[src/rtl/sprite_pkg.sv]
// Screen geometry, coordinate and colour types shared by the sprite blitter
// and its address generator.
package sprite_pkg;

    localparam int H_ACTIVE = 640;
    localparam int V_ACTIVE = 480;

    // One bit wider than DrawX so position + extent sums never wrap.
    typedef logic [10:0] coord_t;

    typedef struct packed {
        logic [3:0] red;
        logic [3:0] green;
        logic [3:0] blue;
    } rgb444_t;

endpackage

[src/rtl/sprite_addr_gen.sv]
// Stage-1 sprite geometry: bounds check against the scaled extent and
// ROM address build {frame, row, col}. Purely combinational.
module sprite_addr_gen
    import sprite_pkg::*;
#(
    parameter int SPR_W  = 64,
    parameter int SPR_H  = 64,
    parameter int FRAMES = 4,
    parameter int ADDR_W = $clog2(FRAMES * SPR_W * SPR_H)
) (
    input  coord_t                      draw_x,
    input  coord_t                      draw_y,
    input  coord_t                      pos_x,
    input  coord_t                      pos_y,
    input  logic [1:0]                  scale,
    input  logic                        flip_h,
    input  logic [$clog2(FRAMES)-1:0]   frame,
    output logic                        in_box,
    output logic [ADDR_W-1:0]           addr
);

    localparam int CW = $clog2(SPR_W);
    localparam int RW = $clog2(SPR_H);

    coord_t           ew;
    coord_t           eh;
    coord_t           x_end;
    coord_t           y_end;
    coord_t           dx;
    coord_t           dy;
    logic [CW-1:0]    col_idx;
    logic [CW-1:0]    col_flip;
    logic [RW-1:0]    row_idx;

    always_comb begin
        ew    = coord_t'(SPR_W) << scale;
        eh    = coord_t'(SPR_H) << scale;
        x_end = pos_x + ew;
        y_end = pos_y + eh;
        dx    = draw_x - pos_x;
        dy    = draw_y - pos_y;

        // Clipping to the visible area keeps off-screen columns from ever
        // reaching the ROM, even while DrawX runs through horizontal blanking.
        in_box = (draw_x >= pos_x) && (draw_x < x_end) &&
                 (draw_y >= pos_y) && (draw_y < y_end) &&
                 (draw_x < coord_t'(H_ACTIVE)) && (draw_y < coord_t'(V_ACTIVE));

        col_idx  = CW'(dx >> scale);
        row_idx  = RW'(dy >> scale);
        // SPR_W is a power of two, so SPR_W-1-col is a bitwise inversion.
        col_flip = flip_h ? ~col_idx : col_idx;
        addr     = ADDR_W'({frame, row_idx, col_flip});
    end

endmodule

[src/rtl/sprite_blitter.sv]
// Three-stage sprite overlay: shadow-latched placement, external sprite ROM
// and palette, transparent-index keying over a per-pixel background colour.
module sprite_blitter
    import sprite_pkg::*;
#(
    parameter int SPR_W      = 64,
    parameter int SPR_H      = 64,
    parameter int FRAMES     = 4,
    parameter int IDX_W      = 4,
    parameter int TRANSP_IDX = 0,
    parameter int ADDR_W     = $clog2(FRAMES * SPR_W * SPR_H)
) (
    input  logic                        vga_clk,
    input  logic                        reset,
    input  logic                        frame_tick,
    input  logic [9:0]                  DrawX,
    input  logic [9:0]                  DrawY,
    input  logic                        blank,
    input  logic                        enable,
    input  logic [9:0]                  pos_x,
    input  logic [9:0]                  pos_y,
    input  logic [1:0]                  scale,
    input  logic                        flip_h,
    input  logic [$clog2(FRAMES)-1:0]   frame_sel,
    input  logic [3:0]                  bg_red,
    input  logic [3:0]                  bg_green,
    input  logic [3:0]                  bg_blue,
    output logic [ADDR_W-1:0]           rom_addr,
    input  logic [IDX_W-1:0]            rom_q,
    output logic [IDX_W-1:0]            pal_index,
    input  logic [3:0]                  pal_red,
    input  logic [3:0]                  pal_green,
    input  logic [3:0]                  pal_blue,
    output logic [3:0]                  red,
    output logic [3:0]                  green,
    output logic [3:0]                  blue,
    output logic                        sprite_hit
);

    localparam int FSEL_W = $clog2(FRAMES);
    localparam logic [FSEL_W:0]   FRAME_LAST = (FSEL_W + 1)'(FRAMES - 1);
    localparam logic [IDX_W-1:0]  TRANSP     = IDX_W'(TRANSP_IDX);

    logic               en_sh_reg;
    coord_t             pos_x_sh_reg;
    coord_t             pos_y_sh_reg;
    logic [1:0]         scale_sh_reg;
    logic               flip_sh_reg;
    logic [FSEL_W-1:0]  frame_sh_reg;
    logic [FSEL_W-1:0]  frame_clamped;

    logic [ADDR_W-1:0]  addr_next;
    logic               in_box;

    logic [ADDR_W-1:0]  addr_reg;
    logic               box1_reg;
    logic               blank1_reg;
    rgb444_t            bg1_reg;
    logic               box2_reg;
    logic               blank2_reg;
    rgb444_t            bg2_reg;
    rgb444_t            rgb_reg;
    logic               hit_reg;

    rgb444_t            bg_in;
    rgb444_t            pal_in;
    rgb444_t            rgb_next;
    logic               hit_next;

    assign bg_in  = '{red: bg_red,  green: bg_green,  blue: bg_blue};
    assign pal_in = '{red: pal_red, green: pal_green, blue: pal_blue};

    assign frame_clamped = ({1'b0, frame_sel} > FRAME_LAST) ? FRAME_LAST[FSEL_W-1:0] : frame_sel;

    sprite_addr_gen #(
        .SPR_W  (SPR_W),
        .SPR_H  (SPR_H),
        .FRAMES (FRAMES),
        .ADDR_W (ADDR_W)
    ) u_addr_gen (
        .draw_x (coord_t'({1'b0, DrawX})),
        .draw_y (coord_t'({1'b0, DrawY})),
        .pos_x  (pos_x_sh_reg),
        .pos_y  (pos_y_sh_reg),
        .scale  (scale_sh_reg),
        .flip_h (flip_sh_reg),
        .frame  (frame_sh_reg),
        .in_box (in_box),
        .addr   (addr_next)
    );

    always_comb begin
        hit_next = blank2_reg && box2_reg && (rom_q != TRANSP);
        rgb_next = bg2_reg;
        if (!blank2_reg) begin
            rgb_next = '0;
        end else if (hit_next) begin
            rgb_next = pal_in;
        end
    end

    always_ff @(posedge vga_clk or posedge reset) begin
        if (reset) begin
            en_sh_reg    <= 1'b0;
            pos_x_sh_reg <= '0;
            pos_y_sh_reg <= '0;
            scale_sh_reg <= '0;
            flip_sh_reg  <= 1'b0;
            frame_sh_reg <= '0;
            addr_reg     <= '0;
            box1_reg     <= 1'b0;
            blank1_reg   <= 1'b0;
            bg1_reg      <= '0;
            box2_reg     <= 1'b0;
            blank2_reg   <= 1'b0;
            bg2_reg      <= '0;
            rgb_reg      <= '0;
            hit_reg      <= 1'b0;
        end else begin
            // Shadow load and stage 1 share this edge, so a pixel arriving
            // with frame_tick is still drawn with the previous placement.
            if (frame_tick) begin
                en_sh_reg    <= enable;
                pos_x_sh_reg <= coord_t'({1'b0, pos_x});
                pos_y_sh_reg <= coord_t'({1'b0, pos_y});
                scale_sh_reg <= scale;
                flip_sh_reg  <= flip_h;
                frame_sh_reg <= frame_clamped;
            end
            if (in_box) begin
                addr_reg <= addr_next;
            end
            box1_reg   <= in_box && en_sh_reg;
            blank1_reg <= blank;
            bg1_reg    <= bg_in;
            box2_reg   <= box1_reg;
            blank2_reg <= blank1_reg;
            bg2_reg    <= bg1_reg;
            rgb_reg    <= rgb_next;
            hit_reg    <= hit_next;
        end
    end

    assign rom_addr   = addr_reg;
    assign pal_index  = rom_q;
    assign red        = rgb_reg.red;
    assign green      = rgb_reg.green;
    assign blue       = rgb_reg.blue;
    assign sprite_hit = hit_reg;

endmodule

[config.mk]
export PLATFORM = sky130hd
export DESIGN_NAME = sprite_blitter
export DESIGN_NICKNAME = d
export VERILOG_FILES = /design/src/rtl/sprite_pkg.sv /design/src/rtl/sprite_addr_gen.sv /design/src/rtl/sprite_blitter.sv
export SDC_FILE = /design/constraint.sdc
export NUM_CORES = 1
export LEC_CHECK = 0
export ABC_CLOCK_PERIOD_IN_PS = 3700
export CORE_ASPECT_RATIO = 1.75
export CORE_MARGIN = 1.5
export CORE_UTILIZATION = 37
export CTS_CLUSTER_SIZE = 16
export DETAILED_ROUTE_END_ITERATION = 7
export PLACE_DENSITY = 0.71
export SYNTH_ARGS = -nofsm -noshare
export SYNTH_HDL_FRONTEND = slang
export SYNTH_HIERARCHICAL = 1
export SYNTH_SLANG_ARGS = --single-unit
[constraint.sdc]
create_clock -name vga_clk -period 3.7 [get_ports vga_clk]
set_clock_uncertainty 0.05 [all_clocks]
set_input_delay 0.555 -clock vga_clk [delete_from_list [all_inputs] [get_ports vga_clk]]
set_output_delay 0.555 -clock vga_clk [all_outputs]
set_load 0.05 [all_outputs]
==> out/qor.csv <==
stage;metric;value;unit
run_status;outcome;finished clean;
sta;whs;0.2967;ns
worst_setup_path;setup.worst_path.start_class;flip-flop;
global_route;grt_max_degree;44;
detailed_routing;finalWirelength;11070;um
place;port_buffers;108;
synth;syn_area;4735;um2
worst_setup_path;cp_class;flip-flop to flip-flop;
finish;post_synthesis_to_final_layout_area_growth;35.78;%
power_and_ir_drop;power_leakage;2.879;nW
finish;num-fill-cells;1130;
sta;rsz0062_at_grt;false;
sta;fin_crit;3.537;ns
power_and_ir_drop;power.ir.vdd_worst;0.1976;mV
detailed_routing;num_vias;3667;
finish;finish.utilization;0.5143;
worst_setup_path;crit_buf_inv;2;
worst_setup_path;worst_path_most_repeated_cell;sky130_fd_sc_hd__a21oi_1;
synth;post_synth_main_area_contributors;sky130_fd_sc_hd__dfrtp_1 43%, sky130_fd_sc_hd__ha_1 10%, sky130_fd_sc_hd__mux2_2 9.8%, sky130_fd_sc_hd__mux2i_1 3.8%, sky130_fd_sc_hd__inv_1 3.8%;
synth;yosysWarnings;6;
floorplanning;die_outline_width;88.51;um
worst_setup_path;cpMaxStageDelayCell;sky130_fd_sc_hd__dfrtp_2;
cts;cts_root_buffer;sky130_fd_sc_hd__clkbuf_16;
power_and_ir_drop;report.power.total;2.840;mW
floorplanning;pin_count;109;
synth;synthCells;436;
synth;netlist-cell-type-count;61;
sta;period_share;0.9558;
global_route;grt_overflow;0;
floorplanning;core_region_area;12500;um2
synth;post-synth-top-area-fraction;0.4281;
floorplanning;die_height;152.6;um
cts;htree_levels;3;
cts;tritoncts;yes;
detailed_routing;drc;0;
place;place_area;6025;um2
cts;cts_buffers;9;
sta;finalSetupViolations;0;
synth;synth-async-reset-ratio;1.000;
synth;ys_seq_area_frac;0.4281;
sta;worst_pin_slew;0.7757;ns
global_route;grt_antenna_before_repair;0;
cts;clock_insertion_delay_worst_skew;0.33;ns
cts;ctsHoldBuffers;0;
sta;finalHoldViolations;0;
detailed_routing;number_of_nets_with_antenna_violations_after_detailed_routing;0;
finish;largest_reg_flops;14;
global_route;groute.usage.overall;0.1700;
worst_setup_path;dominant_delay_contributor_by_cell_family_on_the_critical_path;compound AO/OA/AOI/OAI gates;
synth;synth_edf_count;0;
synth;yosysTopAreaCell;sky130_fd_sc_hd__dfrtp_1;
worst_setup_path;slowest_delay;0.44;ns
floorplanning;floorplan.rows;54;
synth;yosysMostFrequentCell;sky130_fd_sc_hd__dfrtp_1;
cts;path_clk_slew;0.06;ns
detailed_routing;drt_first_iter_violations;107;
detailed_routing;drt_pass1_iterations;4;
finish;nNetsFinal;675;
floorplanning;start_util;0.3788;
global_route;grt_pass1_vias;3784;
cts;cts_buffer_depth;2;
flow_run;maxCapViolations;0;
sta;max_slew_headroom;0.4823;
worst_setup_path;crit_required;3.86;ns
sta;tns;0;ns
min_path;min-delay-path-class;flip-flop to flip-flop;
synth;postSynthAreaPerCell;10.86;um2
worst_setup_path;critical_path.endpoint_type;flip-flop;
sta;final_max_slew_viol_count;0;
worst_setup_path;cp_cell_sequence;inv_2 -> nor2_4 -> xnor2_2 -> ha_4 -> a21oi_1 -> o21ai_0 -> a21oi_1 -> xnor2_1 -> ha_1 -> and4_4 -> a211o_1 -> a311oi_2 -> nor4b_4 -> buf_6 -> mux2_2;
cts;clock-sinks;81;
sta;fmax;282.8;MHz
detailed_routing;routed_via_density;5.023;
synth;postSynth.topFlopCell;sky130_fd_sc_hd__dfrtp_1;
place;place.gp.congestion;0.8894;
finish;drive_gt1_frac;0.1744;
global_route;grt_first_pass_wirelength;17680;um
detailed_routing;wl_per_cell;15.16;um
finish;stdcell_area;6429;um2
worst_setup_path;arrival_time_of_the_worst_setup_path;3.70;ns
place;post-dp-hpwl;8783;um
worst_setup_path;critical_path.max_fanout;8;
finish;diodes;0;
floorplanning;fp.dieArea;13510;um2
synth;synth_top_cells_by_count;81 x sky130_fd_sc_hd__dfrtp_1, 48 x sky130_fd_sc_hd__inv_1, 41 x sky130_fd_sc_hd__mux2_2;
power_and_ir_drop;power_per_cell_area;441.8;nW/um2
synth;postSynthRegisterBits;81;
[logic make-up after synthesis]
| family | count (synthesis) | share of synthesized area |
|---|---|---|
| and+or+nand+nor | 76 | 0.08404 |
| buffers and inverters | 67 | 0.06554 |
| AOI/OAI and AO/OA | 85 | 0.1184 |
| adders and majority gates | 40 | 0.1089 |
| DFF | 81 | 0.4281 |
| muxes | 62 | 0.1498 |
| xor gates and xnor gates | 24 | 0.04440 |
| other | 1 | 0.0007921 |
[worst reg2reg max path: cells and delay by family, from the launching register on]
| kind | cells | cell delay (ns) |
|---|---|---|
| AOI/OAI and AO/OA | 5 | 0.82 |
| xor gates and xnor gates | 2 | 0.33 |
| adders and majority gates | 2 | 0.53 |
| buffers and inverters | 2 | 0.29 |
| DFF | 1 | 0.44 |
| muxes | 1 | 0.34 |
| and+or+nand+nor | 3 | 0.62 |
[path summary, 6_finish.rpt]
kind | depth (start not counted) | start | slack (ns) | endpoint
min in group asynchronous | 2 | reset | 0.61 | pos_y_sh_reg[0]$_DFFE_PP0P_
hold reg to reg | 0 | bg1_reg[4]$_DFF_PP0_ | 0.30 | bg2_reg[4]$_DFF_PP0_
setup reg to reg | 15 | scale_sh_reg[0]$_DFFE_PP0P_ | 0.16 | rom_addr[0]$_DFFE_PP0P_
setup / recovery | 15 | scale_sh_reg[0]$_DFFE_PP0P_ | 0.16 | rom_addr[0]$_DFFE_PP0P_
max in group asynchronous | 3 | reset | 2.16 | bg1_reg[8]$_DFF_PP0_
hold / removal | 0 | bg1_reg[4]$_DFF_PP0_ | 0.30 | bg2_reg[4]$_DFF_PP0_
[cell type report]
cell class                      count  area, um2  share of cell area
Sequential cell                    81       2029              0.3157
Timing Repair Buffer              122       1197              0.1863
Tap cell                          168      210.2             0.03270
Clock buffer                       11      242.7             0.03776
Multi-Input combinational cell    295       2536              0.3945
Inverter                           48      181.4             0.02822
Clock inverter                      5      31.28            0.004866
[report_power, final]
| part | total [mW] | leakage (nW) | internal (mW) | switching, mW |
|---|---|---|---|---|
| Sequential | 1.03 | 0.993 | 0.970 | 0.0604 |
| Clock | 0.805 | 0.135 | 0.470 | 0.335 |
| Combinational | 1.00 | 1.75 | 0.464 | 0.540 |
[stage by stage]
stage	worst slack (ns)	instances
floorplan	0.02208	443
CTS	0.04821	728
global route	0.02863	730
finish	0.1635	730
detailed placement	0.09280	712
global placement	0.2168	712
[cells in the final DEF (no fill, tap or decap), types with 2 or more instances in the layout]
master | synthesis | routed
sky130_fd_sc_hd__mux2i_1 | 18 | 18
sky130_fd_sc_hd__nand3_1 | 4 | 4
sky130_fd_sc_hd__a21oi_2 | 1 | 2
sky130_fd_sc_hd__a21o_1 | 11 | 11
sky130_fd_sc_hd__a31oi_1 | 6 | 6
sky130_fd_sc_hd__nor2b_1 | 3 | 3
sky130_fd_sc_hd__clkbuf_16 | 0 | 9
sky130_fd_sc_hd__a21oi_1 | 18 | 17
sky130_fd_sc_hd__clkinv_2 | 0 | 4
sky130_fd_sc_hd__ha_4 | 0 | 4
sky130_fd_sc_hd__nor2_4 | 0 | 2
sky130_fd_sc_hd__o31a_1 | 2 | 2
sky130_fd_sc_hd__nand4_1 | 7 | 7
sky130_fd_sc_hd__o21ai_1 | 3 | 4
sky130_fd_sc_hd__buf_4 | 8 | 11
sky130_fd_sc_hd__ha_1 | 38 | 33
sky130_fd_sc_hd__or3_1 | 2 | 2
sky130_fd_sc_hd__mux2_2 | 41 | 41
sky130_fd_sc_hd__and3_1 | 2 | 2
sky130_fd_sc_hd__inv_1 | 48 | 46
sky130_fd_sc_hd__buf_6 | 3 | 3
sky130_fd_sc_hd__o21a_1 | 4 | 4
sky130_fd_sc_hd__xnor2_2 | 0 | 2
sky130_fd_sc_hd__xnor2_1 | 17 | 15
sky130_fd_sc_hd__xor2_1 | 7 | 7
sky130_fd_sc_hd__dfrtp_2 | 0 | 2
sky130_fd_sc_hd__o21ai_0 | 18 | 17
sky130_fd_sc_hd__fa_1 | 2 | 2
sky130_fd_sc_hd__nor3_1 | 3 | 3
sky130_fd_sc_hd__mux4_2 | 3 | 3
sky130_fd_sc_hd__conb_1 | 1 | 8
sky130_fd_sc_hd__nor2_1 | 23 | 21
sky130_fd_sc_hd__dfrtp_1 | 81 | 79
sky130_fd_sc_hd__nand2_1 | 19 | 18
sky130_fd_sc_hd__a211oi_1 | 4 | 4
sky130_fd_sc_hd__o22ai_1 | 2 | 2
sky130_fd_sc_hd__clkdlybuf4s50_1 | 0 | 108
[layer usage]
| metal | vias to the layer above | global-route usage | wire length (um) |
|---|---|---|---|
| met3 | 20 | 0.03521 | 574 |
| li1 | 1763 | - | - |
| met4 | 0 | 0.07515 | 291 |
| met5 | - | 0 | 0 |
| met1 | 1760 | 0.1666 | 3938 |
| met2 | 124 | 0.3261 | 6263 |
[timing repair]
item	CTS	global route
hold endpoints to repair	0	0
endpoints found under the setup margin	0	15
resized for setup	0	26
setup buffers	0	1
Note: power is estimated with default switching activity, not from simulation.
